<file path="src/rtl/up_down_counter_param.sv">
// up_down_counter_param: up/down counter with load, programmable step, limits, wrap/saturate and sticky flags
module up_down_counter_param #(
    parameter int WIDTH      = 8,
    parameter int STEP_WIDTH = 4
) (
    input  logic                  clk,
    input  logic                  reset,
    input  logic                  load,
    input  logic [WIDTH-1:0]      data_in,
    input  logic                  counter_on,
    input  logic                  count_up,
    input  logic [STEP_WIDTH-1:0] step,
    input  logic [WIDTH-1:0]      low_limit,
    input  logic [WIDTH-1:0]      high_limit,
    input  logic                  saturate,
    input  logic                  clear_flags,
    output logic [WIDTH-1:0]      count,
    output logic                  at_high,
    output logic                  at_low,
    output logic                  bound_pulse,
    output logic                  overflow_sticky,
    output logic                  underflow_sticky,
    output logic                  cfg_err
);
    logic [WIDTH-1:0]        count_q, count_d;
    logic                    bound_q, bound_d;
    logic                    ovf_q, ovf_d;
    logic                    unf_q, unf_d;
    logic [WIDTH:0]          cnt_x, step_x, lo_x, hi_x, span, sum, wu;
    logic signed [WIDTH+1:0] wd;
    logic                    run, ovf, unf, ovf_ev, unf_ev;
    logic [WIDTH-1:0]        up_next, dn_next;

    assign cnt_x   = {1'b0, count_q};
    assign step_x  = (WIDTH+1)'(step);
    assign lo_x    = {1'b0, low_limit};
    assign hi_x    = {1'b0, high_limit};
    assign span    = hi_x - lo_x + (WIDTH+1)'(1);
    assign sum     = cnt_x + step_x;
    assign wu      = sum - span;
    assign wd      = $signed({1'b0, cnt_x}) - $signed({1'b0, step_x}) + $signed({1'b0, span});
    assign cfg_err = low_limit > high_limit;
    assign run     = counter_on & ~cfg_err & ~load;
    assign ovf     = sum > hi_x;
    assign unf     = cnt_x < lo_x + step_x;
    assign ovf_ev  = run & count_up & ovf;
    assign unf_ev  = run & ~count_up & unf;

    assign count            = count_q;
    assign at_high          = count_q == high_limit;
    assign at_low           = count_q == low_limit;
    assign bound_pulse      = bound_q;
    assign overflow_sticky  = ovf_q;
    assign underflow_sticky = unf_q;

    // next count: load first, then limited up/down step with wrap or clamp at the range edges
    always_comb begin
        up_next = !ovf ? sum[WIDTH-1:0] :
                  saturate ? high_limit :
                  (wu <= hi_x) ? wu[WIDTH-1:0] : low_limit;
        dn_next = !unf ? count_q - WIDTH'(step) :
                  saturate ? low_limit :
                  (wd >= $signed({1'b0, lo_x})) ? wd[WIDTH-1:0] : high_limit;
        count_d = load ? data_in : run ? (count_up ? up_next : dn_next) : count_q;
        bound_d = ovf_ev | unf_ev;
        ovf_d   = (ovf_q & ~clear_flags) | ovf_ev;
        unf_d   = (unf_q & ~clear_flags) | unf_ev;
    end

    // state registers with synchronous reset
    always_ff @(posedge clk) begin
        if (reset) begin
            count_q <= '0;
            bound_q <= 1'b0;
            ovf_q   <= 1'b0;
            unf_q   <= 1'b0;
        end else begin
            count_q <= count_d;
            bound_q <= bound_d;
            ovf_q   <= ovf_d;
            unf_q   <= unf_d;
        end
    end
endmodule

</file>
<file path="config.mk">
export PLATFORM = sky130hd
export DESIGN_NAME = up_down_counter_param
export DESIGN_NICKNAME = d
export VERILOG_FILES = /design/src/rtl/up_down_counter_param.sv
export SDC_FILE = /design/constraint.sdc
export NUM_CORES = 1
export LEC_CHECK = 0
export BUFFER_PORTS_ARGS = -buffer_cell sky130_fd_sc_hd__buf_2
export CAP_MARGIN = 20
export CORE_ASPECT_RATIO = 0.7
export CORE_MARGIN = 2
export CORE_UTILIZATION = 55
export DETAILED_ROUTE_END_ITERATION = 6
export PLACE_DENSITY = 0.84
export SYNTH_ARGS = -nofsm -noshare
export SYNTH_HDL_FRONTEND = slang
export SYNTH_SLANG_ARGS = --single-unit
export TNS_END_PERCENT = 5
</file>
<file path="constraint.sdc">
create_clock -name clk -period 8.3 [get_ports clk]
set_input_delay 1.66 -clock clk [delete_from_list [all_inputs] [get_ports clk]]
set_output_delay 1.66 -clock clk [all_outputs]
set_load 0.01 [all_outputs]
</file>
Word-level counts from Yosys, hierarchy flattened
Index checks and enable logic that the tools add are counted.
{"block": "totals", "wordCells": 44, "ff_bits": 11, "out_inout_bits": 14, "in_bits": 35}
{"block": "classes", "n_reduce_logical": 1, "bitwise_logic": 15, "n_addsub": 8, "eq_ne": 2, "n_mux": 9, "order_cmp": 5}
{"operator": "$mux W8", "n": 9}
{"operator": "$add A8 B4 Y9", "n": 2}
{"operator": "$eq A8 B8 Y1", "n": 2}
{"operator": "$add A9 B10 Y10", "n": 1}
{"operator": "$ge A10 B9 Y1", "n": 1}
{"operator": "$add A9 B1 Y9 const B", "n": 1}
{"operator": "$gt A9 B8 Y1", "n": 1}
{"operator": "$le A9 B8 Y1", "n": 1}
{"operator": "$lt A8 B9 Y1", "n": 1}
{"operator": "$sub A8 B4 Y9", "n": 1}
{"operator": "$sub A8 B8 Y9", "n": 1}
{"operator": "$sub A9 B9 Y9", "n": 1}
{"operator": "$and A1 B1 Y1", "n": 8}
{"operator": "$gt A8 B8 Y1", "n": 1}
{"operator": "$sub A8 B4 Y8", "n": 1}
{"operator": "$not A1 Y1", "n": 4}
{"operator": "$or A1 B1 Y1", "n": 3}
{"operator": "$reduce_bool A2 Y1", "n": 1}

Depth between registers and ports, before layout
{"block": "depth", "word_depth": 10, "mapped_depth": 26, "mapped_depth_nobuf": 26}

Least setup slack after synthesis
OpenSTA, ideal clock, no wires.
{"block": "synth_path", "path_type": "input -> register", "start": "in high_limit[1]", "end": "reg count_q[4] (netlist: count[4])", "path_slack_ns": 1.898, "t_arrival_ns": 6.275, "cell_stages": 26, "required_ns": 8.173, "n_path_buf": 0, "setup_ns": 0.127, "cell_sequence": "inv_1 -> ha_1 -> inv_1 -> ha_1 -> inv_1 -> fa_1 -> nand2b_1 -> a21oi_1 -> a21o_1 -> a21o_1 -> xor2_1 -> inv_1 -> ha_1 -> inv_1 -> or4_1 -> and2_1 -> ha_1 -> nand2_1 -> nor3_1 -> nor2_1 -> o31a_1 -> or2_2 -> nor2_1 -> mux2_2 -> o21ai_1 -> a2bb2oi_1"}
{"block": "synth_via", "elab_chain_len": 10, "elab_cells_between_ends": 21}
{"item": "start: declaration", "line_no": "14", "source": "input logic [WIDTH-1:0] high_limit,"}
{"item": "$sub A8 B8 Y9", "line_no": "38", "source": "assign span = hi_x - lo_x + (WIDTH+1)'(1);"}
{"item": "$add A9 B1 Y9", "line_no": "38"}
{"item": "$add A9 B10 Y10 or $sub A9 B9 Y9 (tied branches)", "line_no": "41, 40"}
{"item": "$ge A10 B9 Y1 or $le A9 B8 Y1 (tied branches)", "line_no": "63, 60"}
{"item": "$mux W8, on equally long branches", "line_no": "63, 60"}
{"item": "$mux W8, on equally long branches", "line_no": "62, 59"}
{"item": "$mux W8, on equally long branches", "line_no": "61, 58"}
{"item": "$mux W8 (3 in a row)", "line_no": "64", "source": "count_d = load ? data_in : run ? (count_up ? up_next : dn_next) : count_q;"}
{"item": "end signal: assignment", "line_no": "78", "source": "count_q <= count_d;"}
{"item": "end: declaration", "line_no": "25", "source": "logic [WIDTH-1:0] count_q, count_d;"}
Parallel ways exist; a longest one is shown, timed or not. The select of a mux whose other input is x is not followed.
A chain may end at the register's enable or synchronous reset.

Worst setup path after layout
{"block": "layout_path", "start": "in high_limit[1]", "end": "reg count_q[0] (netlist: count[0])"}
Same word-level chain as after synthesis.

==> metrics.cfg <==
[worst_hold_path]
hold_path.class = register to register

[setup_path]
crit_required_ns = 8.45
worstPathMaxFanout = 8
crit_arrival_ns = 7.16
criticalPathCategory = input pin to register
start_kind = input pin
end_kind = register

[global_routing]
gr-total-overflow = 0
grt_pass1_vias = 4090
grt_max_degree = 24
grt_util_all_layers = 0.3302
grt_pass1_wl_um = 21400
grt_antenna_before_repair = 0

[sta]
setup_ws_ns = 1.287
worst_slew_pin_slew_ns = 0.8217
max_freq_ghz = 0.1426
skew_ns = 0.002257
setup_viol = 0
fin_tns_setup_ns = 0
final_max_slew_viol_count = 0
grt_setup_unrepaired = no
hold_violations = 0
min_period_over_period = 0.8450
min_period_ns = 7.013
maxSlewHeadroom = 0.4498

[yosys]
synth.top_cell.area_share = 0.2473
async_flop_share = 0
synth_common_cells = ha_1 (81), a21oi_1 (52), inv_1 (50)
synth_cell_types = 73
synth-seq-area-share = 0.05372
ys.flop_type = dfxtp_1
ys_ff_latch = 11
synth.area.top_cells = ha_1 (25%), xnor2_1 (7.7%), a21oi_1 (6.3%)
synthesis.nets = 658
yosysWarnings = 0
yosysMostFrequentCell = ha_1
netlist.top_cell.by_area = ha_1
synth-edff-count = 0
netlist_area_um2 = 4099
synth_area_per_cell_um2 = 7.662
syn_inst = 535

[route]
first_pass_iters = 5
wl_per_cell_um = 20.04
drt-total-wl_um = 13430
vias = 4336
vias_per_cell = 6.472
drc = 0
initialDrtViolationCount = 588
antenna_left = 0

[layout]
seq_area_um2 = 220.2
fin_cells = 670
fill_cells = 662
area_delta_synth_final_pct = 8.425
num-nets-final = 696
drive_gt1_frac = 0.1241
multi_input_area_um2 = 3613
diodes = 0

[clocking]
h-tree-depth = 1
cts_hold_buf = 0
post_cts_resized = 0
clk_latency_ns = 0.25
numCtsBuffers = 3
clockRootBuffer = clkbuf_8
clockBufferDepth = 2
clk_pin_slew_ns = 0.06
cts_sinks = 11
cts_setup_buffers = 0
cts_tree = yes

[placed_design]
place_congestion = 1.051
place_inst = 666
preCtsSetupSlack_ns = 1.151
io_buffers = 48
dp_hpwl_um = 11100

[pwr]
p_per_area_nw_per_um2 = 245.2
power_leakage_nw = 2.168
ir_drop_mv = 0.2587
finalPower_w = 0.001090

[floorplanning]
die_width_um = 107.2
start_util = 0.5650
core-area_um2 = 7254
die_y_um = 76.23
rows = 26
die_area_um2 = 8170
io_pins = 49

[outcome]
status = finished, final reports clean

[flow_run]
drv_cap = 0

placed cells by master (no fill, tap or decap), types with 7 or more instances in the layout:
cell and instances:
o21ai_0 16, a21o_1 13, nor2_1 41, nand3_1 8, nand2_1 36, xnor2_1 36
nor2b_1 11, ha_1 81, a21oi_1 52, inv_1 50, dfxtp_1 11, nand4_1 10
xor2_1 16, buf_2 48, fa_1 7, a31oi_1 10, a211oi_1 7
registers in the layout, summed over array words and instances, names as in the netlist:
name / cells
overflow_sticky: 1
count: 8
underflow_sticky: 1
bound_pulse: 1
where the power goes:
part	switching [W]	total, W	internal, W
clock network	0.0000268	0.0000609	0.0000341
logic	0.000578	0.000956	0.000377
registers	0.0000156	0.0000733	0.0000577
total	0.000621	0.00109	0.000469
worst paths after layout:
kind	from	to	slack [ns]	cells after the start
setup / recovery	high_limit[1]	count[0]$_SDFFE_PP0P_	1.29	24
hold / removal	underflow_sticky$_SDFF_PP0_	underflow_sticky$_SDFF_PP0_	0.62	3
hold reg to reg	underflow_sticky$_SDFF_PP0_	underflow_sticky$_SDFF_PP0_	0.62	3
setup reg to reg	count[0]$_SDFFE_PP0P_	count[0]$_SDFFE_PP0P_	2.50	21
critical path, stage by stage:
cell and delay (ns):
buf_2 0.17, inv_1 0.12, ha_1 0.31, inv_1 0.06, ha_1 0.18, inv_1 0.06
fa_1 0.41, xnor2_1 0.33, ha_1 0.34, o21ai_0 0.09, o21bai_1 0.14, a21oi_1 0.32
a31oi_1 0.17, o21ai_0 0.24, a21oi_1 0.10, a31oi_1 0.27, ha_1 0.31, a21oi_1 0.17
o21ai_0 0.12, nor4_1 0.44, or2_1 0.43, nor2_4 0.11, or3_1 0.36, a41o_1 0.24
layout make-up:
type,count,area share
Tap cell,98,0.02759
Inverter,50,0.04223
Sequential cell,11,0.04955
Clock buffer,4,0.01014
Timing Repair Buffer,50,0.05743
Multi-Input combinational cell,457,0.8131
metal layers:
metal / track usage / up-vias / wire length, um / part of all wire
met2: 0.4873 / 276 / 5590 / 0.42
met4: 0.08052 / 0 / 315 / 0.023
met3: 0.06929 / 44 / 1609 / 0.12
li1: - / 2013 / - / -
met1: 0.4862 / 2003 / 5910 / 0.44
met5: 0 / - / 0 / 0
kinds of logic (layout without fill, tap and decap cells):
family,count (synthesis),in the layout,synth area share
compound gates,159,159,0.2662
simple gates,148,148,0.1847
fa+ha+maj,88,88,0.2814
buf+inv,67,104,0.06593
xor+xnor,56,56,0.1331
flops,11,11,0.05372
mux,6,6,0.01496
stage by stage:
| step | util | hold slack, ns | area, um2 |
|---|---|---|---|
| 6_report | 0.6126 | 0.6207 | 4444 |
| 5_1_grt | 0.6126 | 0.6797 | 4444 |
| 4_1_cts | 0.6126 | 0.6122 | 4444 |
| 3_5_place_dp | 0.6064 | 0.5946 | 4399 |
| 3_3_place_gp | 0.6064 | 0.5802 | 4399 |
| 2_1_floorplan | - | 0.6221 | 4099 |
Power figures use the tool's default switching activity.
